[config.mk]
export PLATFORM = sky130hd
export DESIGN_NAME = conv_window_gen
export DESIGN_NICKNAME = d
export VERILOG_FILES = /design/src/rtl/conv_pkg.sv /design/src/rtl/conv_line_buffer.sv /design/src/rtl/conv_window_gen.sv
export SDC_FILE = /design/constraint.sdc
export NUM_CORES = 1
export LEC_CHECK = 0
export ABC_AREA = 0
export BUFFER_PORTS_ARGS = -buffer_cell sky130_fd_sc_hd__clkbuf_2
export CAP_MARGIN = 25
export CORE_MARGIN = 1
export CORE_UTILIZATION = 45
export CTS_BUF_LIST = sky130_fd_sc_hd__clkbuf_8
export DETAILED_ROUTE_END_ITERATION = 7
export SKIP_LAST_GASP = 1
export SYNTH_ARGS = -nofsm -noshare
export SYNTH_HDL_FRONTEND = slang
export SYNTH_HIERARCHICAL = 1
export SYNTH_SLANG_ARGS = --single-unit
[constraint.sdc]
create_clock -name clk -period 8.1 [get_ports clk]
set_input_delay 1.62 -clock clk [delete_from_list [all_inputs] [get_ports clk]]
set_output_delay 1.62 -clock clk [all_outputs]
set_load 0.01 [all_outputs]
[src/rtl/conv_pkg.sv]
// conv_pkg: shared types and sizing helpers for the convolution window generator.
//   conv_win_state_t : frame sequencing state (FILL, RUN, LAST)
//   conv_out_size()  : side of the valid-convolution output map
//   coord_width()    : bit width of an output coordinate (at least 1)
package conv_pkg;

    typedef enum logic [1:0] {
        FILL = 2'd0,   // first K-1 rows: loading line buffers only
        RUN  = 2'd1,   // windows being produced
        LAST = 2'd2    // final pixel taken, waiting for last window to drain
    } conv_win_state_t;

    function automatic int conv_out_size(input int in_size, input int k_size);
        return in_size - (k_size - 1);
    endfunction

    function automatic int coord_width(input int out_size);
        return (out_size > 1) ? $clog2(out_size) : 1;
    endfunction

endpackage

[src/rtl/conv_line_buffer.sv]
// conv_line_buffer: one image row of delay.
//   On a write cycle the word stored at addr (written one row earlier) is
//   presented on rd_data while the new word replaces it, so rd_data is the
//   pixel directly above the one being written.
// Ports:
//   clk      rising-edge clock
//   wr_en    accept strobe; memory only changes when set
//   addr     column index of the current pixel
//   wr_data  pixel entering this row delay
//   rd_data  pixel one row above (combinational read of the old contents)
module conv_line_buffer #(
    parameter int DEPTH = 32,
    parameter int AW    = 5,
    parameter int W     = 24
) (
    input  logic          clk,
    input  logic          wr_en,
    input  logic [AW-1:0] addr,
    input  logic [W-1:0]  wr_data,
    output logic [W-1:0]  rd_data
);

    // Contents are never reset: rows are always rewritten before they can
    // reach an emitted window.
    logic [W-1:0] mem [DEPTH];

    assign rd_data = mem[addr];

    always_ff @(posedge clk) begin
        if (wr_en) begin
            mem[addr] <= wr_data;
        end
    end

endmodule

[src/rtl/conv_window_gen.sv]
// conv_window_gen: streaming KxK convolution window producer.
//   Takes one raster-order pixel per handshake, keeps K-1 previous rows in
//   chained line buffers and a KxK shift window, and presents every fully
//   populated window on a one-deep registered output.
//   out_window[k][j] = img[out_x + k][out_y + j].
// Ports:
//   clk, rst            clock, synchronous active-high reset
//   in_valid/in_ready   pixel handshake; in_px is one pixel (C samples)
//   out_valid/out_ready window handshake
//   out_window          KxKxC window
//   out_x, out_y        window origin (row, column)
//   frame_done          high during the handshake of window (OS-1, OS-1)
//   stall_cnt           only with CONV_WIN_STALL_CNT_EN: cycles spent with
//                       out_valid && !out_ready, saturating, cleared by rst
// Configuration macro: CONV_WIN_STALL_CNT_EN (adds stall_cnt port/counter).
module conv_window_gen
    import conv_pkg::*;
#(
    parameter int  INPUT_SIZE     = 32,
    parameter int  INPUT_CHANNELS = 3,
    parameter int  KERNEL_SIZE    = 3,
    parameter int  PX_SIZE        = 8,
    localparam int OUTPUT_SIZE    = conv_out_size(INPUT_SIZE, KERNEL_SIZE),
    localparam int CW             = coord_width(OUTPUT_SIZE)
) (
    input  logic clk,
    input  logic rst,
    input  logic in_valid,
    output logic in_ready,
    input  logic [INPUT_CHANNELS-1:0][PX_SIZE-1:0] in_px,
    output logic out_valid,
    input  logic out_ready,
    output logic [KERNEL_SIZE-1:0][KERNEL_SIZE-1:0][INPUT_CHANNELS-1:0][PX_SIZE-1:0] out_window,
    output logic [CW-1:0] out_x,
    output logic [CW-1:0] out_y,
    output logic frame_done
`ifdef CONV_WIN_STALL_CNT_EN
    ,
    output logic [31:0] stall_cnt
`endif
);

    localparam int K   = KERNEL_SIZE;
    localparam int C   = INPUT_CHANNELS;
    localparam int PX  = PX_SIZE;
    localparam int CLW = (INPUT_SIZE > 1) ? $clog2(INPUT_SIZE) : 1;
    // Row counter can briefly hold INPUT_SIZE after the final pixel.
    localparam int RW  = $clog2(INPUT_SIZE + 1);

    localparam logic [CLW-1:0] COL_MAX = CLW'(INPUT_SIZE - 1);
    localparam logic [RW-1:0]  ROW_MAX = RW'(INPUT_SIZE - 1);
    localparam logic [CLW-1:0] COL_K1  = CLW'(K - 1);
    localparam logic [RW-1:0]  ROW_K1  = RW'(K - 1);

    typedef logic [C-1:0][PX-1:0] px_t;
    typedef logic [K-1:0][K-1:0][C-1:0][PX-1:0] win_t;

    conv_win_state_t state;
    logic [RW-1:0]   row;
    logic [CLW-1:0]  col;

    logic accept;
    logic emit;
    logic produce;
    logic last_px;

    // col_vec[k] is the pixel of image row (row-(K-1)+k) at the current
    // column: the incoming pixel is the bottom row, each line buffer stage
    // reaches one row further up.
    px_t  col_vec [K];
    win_t win_nxt;

    assign accept     = in_valid && in_ready;
    assign emit       = out_valid && out_ready;
    assign produce    = accept && (row >= ROW_K1) && (col >= COL_K1);
    assign last_px    = accept && (row == ROW_MAX) && (col == COL_MAX);
    assign frame_done = emit && (state == LAST);

    // One-deep output register: accept whenever the slot is empty or being
    // drained this cycle; stop entirely while the final window is pending.
    assign in_ready = !rst && (state != LAST) && (!out_valid || out_ready);

    assign col_vec[K-1] = in_px;

    if (K > 1) begin : g_lb
        for (genvar i = 0; i < K - 1; i++) begin : g_stage
            conv_line_buffer #(
                .DEPTH (INPUT_SIZE),
                .AW    (CLW),
                .W     (C * PX)
            ) u_lb (
                .clk     (clk),
                .wr_en   (accept),
                .addr    (col),
                .wr_data (col_vec[K-1-i]),
                .rd_data (col_vec[K-2-i])
            );
        end
    end

    // Shift the window one column left and insert the new column on the
    // right. Windows straddling a row wrap are built here too but are never
    // flagged valid; K-1 more shifts flush them.
    always_comb begin
        win_nxt = out_window;
        for (int k = 0; k < K; k++) begin
            for (int j = 0; j < K - 1; j++) begin
                win_nxt[k][j] = out_window[k][j+1];
            end
            win_nxt[k][K-1] = col_vec[k];
        end
    end

    // Window data needs no reset: it is only observed once out_valid is set,
    // which requires K full columns to have been shifted in after reset.
    // Nothing shifts while a window is stalled because in_ready is low.
    always_ff @(posedge clk) begin
        if (accept) begin
            out_window <= win_nxt;
        end
    end

    always_ff @(posedge clk) begin
        if (rst) begin
            state     <= FILL;
            row       <= '0;
            col       <= '0;
            out_valid <= 1'b0;
            out_x     <= '0;
            out_y     <= '0;
        end else begin
            if (accept) begin
                if (col == COL_MAX) begin
                    col <= '0;
                    row <= row + 1'b1;
                end else begin
                    col <= col + 1'b1;
                end

                if (last_px) begin
                    state <= LAST;
                end else if (row >= ROW_K1) begin
                    state <= RUN;
                end

                if (produce) begin
                    out_x <= CW'(row - ROW_K1);
                    out_y <= CW'(col - COL_K1);
                end
            end

            // A new window overwrites the slot in the same cycle the old one
            // is taken, so an unstalled stream has no bubbles.
            if (produce) begin
                out_valid <= 1'b1;
            end else if (out_ready) begin
                out_valid <= 1'b0;
            end

            // Final window taken: frame closed, next frame may start at once.
            if (frame_done) begin
                state <= FILL;
                row   <= '0;
                col   <= '0;
            end
        end
    end

`ifdef CONV_WIN_STALL_CNT_EN
    always_ff @(posedge clk) begin
        if (rst) begin
            stall_cnt <= '0;
        end else if (out_valid && !out_ready && (stall_cnt != 32'hFFFF_FFFF)) begin
            stall_cnt <= stall_cnt + 32'd1;
        end
    end
`endif

endmodule
Word level (Yosys, flattened, before mapping)
Memories as Yosys holds them, arrays and structs flattened. A register that Yosys moved wholly into a read port is not among the register bits.
Cells that the tools add are included.
{"block": "word_totals", "latch_bits": 0, "mem_count": 2, "wordCells": 69, "out_inout_bits": 229, "input_bits": 28, "romBits": 0, "ff_bits": 216, "mem_bits_rw": 1536}
{"name": "g_lb.g_stage[0].u_lb.mem", "words": 32, "word_bits": 24, "read_ports": 1, "rd_clocked_by_memory_dff": 1, "write_ports": 1, "line_no": "conv_line_buffer.sv:25", "text": "logic [W-1:0] mem [DEPTH];"}
{"name": "g_lb.g_stage[1].u_lb.mem", "words": 32, "word_bits": 24, "read_ports": 1, "rd_clocked_by_memory_dff": 1, "write_ports": 1, "line_no": "conv_line_buffer.sv:25"}
{"block": "op_classes", "n_bitwise": 0, "n_reduce_logical": 18, "n_mux": 9, "addsub": 4, "shifts": 0, "multipliers": 0, "n_lt_le_gt_ge": 2, "n_div": 0, "n_eq_ne": 4}
{"cell": "$mux W5", "n": 3}
{"cell": "$sub A5 B2 Y5 const B", "n": 2}
{"cell": "$logic_and A1 B1 Y1", "n": 9}
{"cell": "$add A6 B1 Y6 const B", "n": 1}
{"cell": "$eq A6 B5 Y1 const B", "n": 1}
{"cell": "$ge A6 B2 Y1 const B", "n": 1}
{"cell": "$reduce_and A2 Y1", "n": 3}
{"cell": "$add A5 B1 Y5 const B", "n": 1}
{"cell": "$eq A5 B5 Y1 const B", "n": 1}
{"cell": "$ge A5 B2 Y1 const B", "n": 1}
{"cell": "$mux W1", "n": 4}
{"cell": "$mux W2", "n": 2}
{"cell": "$reduce_bool A2 Y1", "n": 2}
{"cell": "$eq A2 B2 Y1 const B", "n": 1}
{"cell": "$logic_not A1 Y1", "n": 2}
{"cell": "$ne A2 B2 Y1 const B", "n": 1}
{"cell": "$reduce_or A2 Y1", "n": 1}
{"cell": "$logic_or A1 B1 Y1", "n": 1}

Logic depth before layout (Yosys ltp)
{"block": "depth", "word_depth": 8, "depth_mapped": 7}

Modules after synthesis
The synthesis kept the hierarchy.
{"mod": "conv_line_buffer", "n_inst": 2, "seq_area_each_um2": 23062.1, "area_per_inst_um2": 29522.1, "cells_per_inst": 1572}
{"mod": "conv_window_gen", "n_inst": 1, "seq_area_each_um2": 6966.7, "area_per_inst_um2": 7684.9, "cells_per_inst": 342}

Worst setup path before layout
Ideal clock, no wire load.
{"block": "synth_path", "path_type": "input to register", "start": "input rst", "end": "memory g_lb.g_stage[0].u_lb.mem[25][0] (enable)", "slack_ps": 351, "path_stages": 5, "path_buffers": 1, "arrival_time_ps": 7314, "required_ps": 7665, "cell_sequence": "nand2b_1 -> nor3_1 -> buf_2 -> nand3b_1 -> nor3_1"}
{"block": "synth_via", "elab_chain_len": 6}
{"element": "start: declaration", "line_no": "conv_window_gen.sv:27", "text": "input logic rst,"}
{"element": "$logic_not A1 Y1", "line_no": "conv_window_gen.sv:81", "text": "assign in_ready = !rst && (state != LAST) && (!out_valid || out_ready);"}
{"element": "$logic_and A1 B1 Y1 (2 in series)", "line_no": "conv_window_gen.sv:81"}
{"element": "$logic_and A1 B1 Y1", "line_no": "conv_window_gen.sv:73", "text": "assign accept = in_valid && in_ready;"}
{"element": "named net accept", "line_no": "conv_window_gen.sv:62", "text": "logic accept;"}
{"element": "$mux W1", "line_no": "conv_line_buffer.sv:30", "text": "if (wr_en) begin"}
{"element": "$mux W1 (not written as such)", "line_no": "conv_line_buffer.sv:31", "text": "mem[addr] <= wr_data;"}
{"element": "end: declaration", "line_no": "conv_line_buffer.sv:25"}
The timed path passes the listed nets, and every way through them passes these cells.

==> metrics.txt <==
status=complete, no violations; Layout area overhead=14.1%; CP max FO=88; Final Hold Vio Count=0; Worst Path Buf+Inv=1; Setup Skew=0.0800 ns; drt first-iter violations=2,994; TritonRoute pass-1 iters=5; CTS tree=done; reg2reg end=g_lb.g_stage[1].u_lb/mem[21][7]; routed wire length per instance=27.7 um; Distinct cells, synth=46; EDFF count, synth=1,752; clk buf depth=4; CTS root buf=clkbuf_8; final worst-path cycle share=0.564; CP Class=reg2reg; total wire length=169,000 um; count of input and output buffers=256; DP HPWL=99,700 um; ys async rst share=0; maximum capacitance violations=0; CP top delay family=simple AND/OR/NAND/NOR gates; hold crit path type=reg2reg; leakage power total=24.4 nW; Critical Path RT=8.52 ns; CP cell instances=buf_12 -> mux2i_1 -> o22ai_1 -> nor4_1 -> nand2_2; Residual DRC=0; Placed Area=70,700 um^2; fmax=0.219 GHz; TritonCTS Buffers=306; reg2reg start=col[1]; worst setup path startpoint=col[1]; Starting Density=0.456; Synth Flop Type=edfxtp_1; Seq cells post-synth=1,776; Pwr Density=244 nW/um^2; WHS Endpoint=out_window[83]; clk_lat worst skew=0.99 ns; logic gate share of total power=0.057; initial antenna violation count=10; DIE AREA=150,000 um^2; Worst-path clk slew=0.06 ns; Core Rows=140; RSZ-0062 raised after global routing=false; setup TNS=0 ns; TritonCTS Sinks=1,776; layout cells sized above 1=0.211; Register-to-Register Path Depth=5; largest net degree at the start of global routing=136; Resized cells post-CTS=0; Top Ports=257; max-slew violation count=0; Avg Cell Area, Syn=19.1 um^2; gr ovfl total=0; Rel. slew slack=0.243; DR vias=34,612; crit end category=flip-flop; Vias/cell=5.68; yosys warns=6; vias in the first global route=33,380; global-route wire length before repair=237,000 um; R2R Setup Slk=3.53 ns; sequential power share=0.558; Final Util=0.520; Switch Pwr=4.24 mW; RePlAce Congestion=0.832; total track usage=0.221; Post-DRT Antenna Nets=0; fillers=11,880; Post-CTS Setup Bufs=0; H-tree Lvls=5; min-delay src=out_window[107]; crit-path max cell delay=0.98 ns; hold depth=0; Die W=387 um; post-route minimum period=4.57 ns; switch share=0.229; crit path DAT=4.99 ns; cell-internal power=14.3 mW; sequential area share after synthesis=0.796; critical path's slowest cell=dfxtp_4; final setup vio count=0; clock power share=0.385; mapped cell area=66,700 um^2; CORE AREA=146,000 um^2; Nets=4,011; startpoint type of the worst setup path=flip-flop; cell count after synthesis=3,486; Die Ht=387 um; Worst Tran Pin Value=1.13 ns; VDD IR max=0.149 mV; post-cts hold buffer count=0; Final Instance Area=76,100 um^2; Synth Net Count=3,523
==> area by class of cell <==
cell class,instances,area (um^2),area share
sequential,1776,53100,0.697
clock inverter,197,991,0.0130
tap,1917,2400,0.0315
antenna,5,12.5,0.000164
clock buffer,309,4250,0.0559
inverter,7,26.3,0.000345
multi-input combinational,1509,12900,0.170
timing repair buffer,374,2410,0.0317
==> power by group through the flow <==
stage                     Combinational, mW  Sequential (mW)  Clock [mW]
final                                  1.05             10.4        7.15
after global routing                   1.09             10.4        7.70
after CTS                              1.04             10.4        7.33
after detailed placement               1.04             10.5           0
after global placement                 1.02             10.5           0
after floorplan                       0.500             10.6           0
==> state kept, by name (all words and copies together) (netlist names) <==
signal                 cells
col                        5
g_lb.g_stage.u_lb/mem   1536
out_valid                  1
out_window               216
out_x                      5
out_y                      5
row                        6
state                      2
==> routing by layer <==
layer	part of all wire	vias up	global-route usage	routed length, um
met2	0.48	1387	0.350	80700
met3	0.074	278	0.0405	12500
met5	0	-	0	0
li1	-	15166	-	-
met1	0.42	17781	0.306	70800
met4	0.029	0	0.0811	4930
==> worst max-delay path by stage <==
stage                                        to  slack, ns  cells past startpoint
2_1_floorplan   g_lb.g_stage[0].u_lb/mem[25][0]       0.35                      5
3_3_place_gp   g_lb.g_stage[1].u_lb/mem[17][15]       2.74                      6
3_5_place_dp   g_lb.g_stage[1].u_lb/mem[24][10]       2.69                      7
4_1_cts          g_lb.g_stage[1].u_lb/mem[9][6]       3.59                      6
5_1_grt        g_lb.g_stage[1].u_lb/mem[31][18]       3.43                      5
6_report        g_lb.g_stage[1].u_lb/mem[21][7]       3.53                      5
==> worst reg2reg max path: stages, from the launching register on <==
cell and delay (ns):
dfxtp_4 0.98, buf_12 0.65, mux2i_1 0.39, o22ai_1 0.15, nor4_1 0.91, nand2_2 0.87
==> through the flow <==
step / std cells / setup WS (ns) / hold slack [ns] / total power [mW]
after CTS: 6082 / 3.59 / 0.428 / 18.7
final: 6094 / 3.53 / 0.424 / 18.5
after global placement: 5561 / 2.74 / 0.427 / 11.6
after detailed placement: 5576 / 2.69 / 0.433 / 11.6
after floorplan: 3486 / 0.351 / 0.471 / 11.1
after global routing: 6091 / 3.43 / 0.435 / 19.1
==> layout by cell type, fill, tap and decap left out, drive strengths merged, types with 12 or more instances in the layout <==
cell type	count
edfxtp	1752
mux2i	780
clkbuf	565
o22ai	384
buf	118
inv	100
nor4	98
clkinv	86
nor2	66
nand2	56
dfxtp	24
nand2b	14
clkinvlp	12
nand4bb	12
nor3	12
==> cells in the mapped netlist, types with 9 or more instances <==
| master | number | area share |
|---|---|---|
| nor2_1 | 66 | 0.0037 |
| o22ai_2 | 40 | 0.0075 |
| buf_2 | 143 | 0.011 |
| dfxtp_1 | 24 | 0.0072 |
| nor4_1 | 98 | 0.0092 |
| ha_1 | 9 | 0.0017 |
| edfxtp_1 | 1752 | 0.79 |
| nand4bb_1 | 12 | 0.0020 |
| mux2i_1 | 780 | 0.12 |
| nor3_1 | 12 | 0.00090 |
| nand2_1 | 56 | 0.0032 |
| o22ai_1 | 344 | 0.032 |
| clkbuf_1 | 26 | 0.0015 |
| buf_6 | 10 | 0.0017 |
| nand2b_1 | 14 | 0.0013 |
==> cells by family after synthesis <==
group / synth area share
DFF: 0.796
muxes: 0.117
AOI/OAI and AO/OA: 0.0410
and+or+nand+nor: 0.0272
buffers and inverters: 0.0165
adders and majority gates: 0.00169
xor gates and xnor gates: 0.00105
Power figures use the tool's default switching activity.
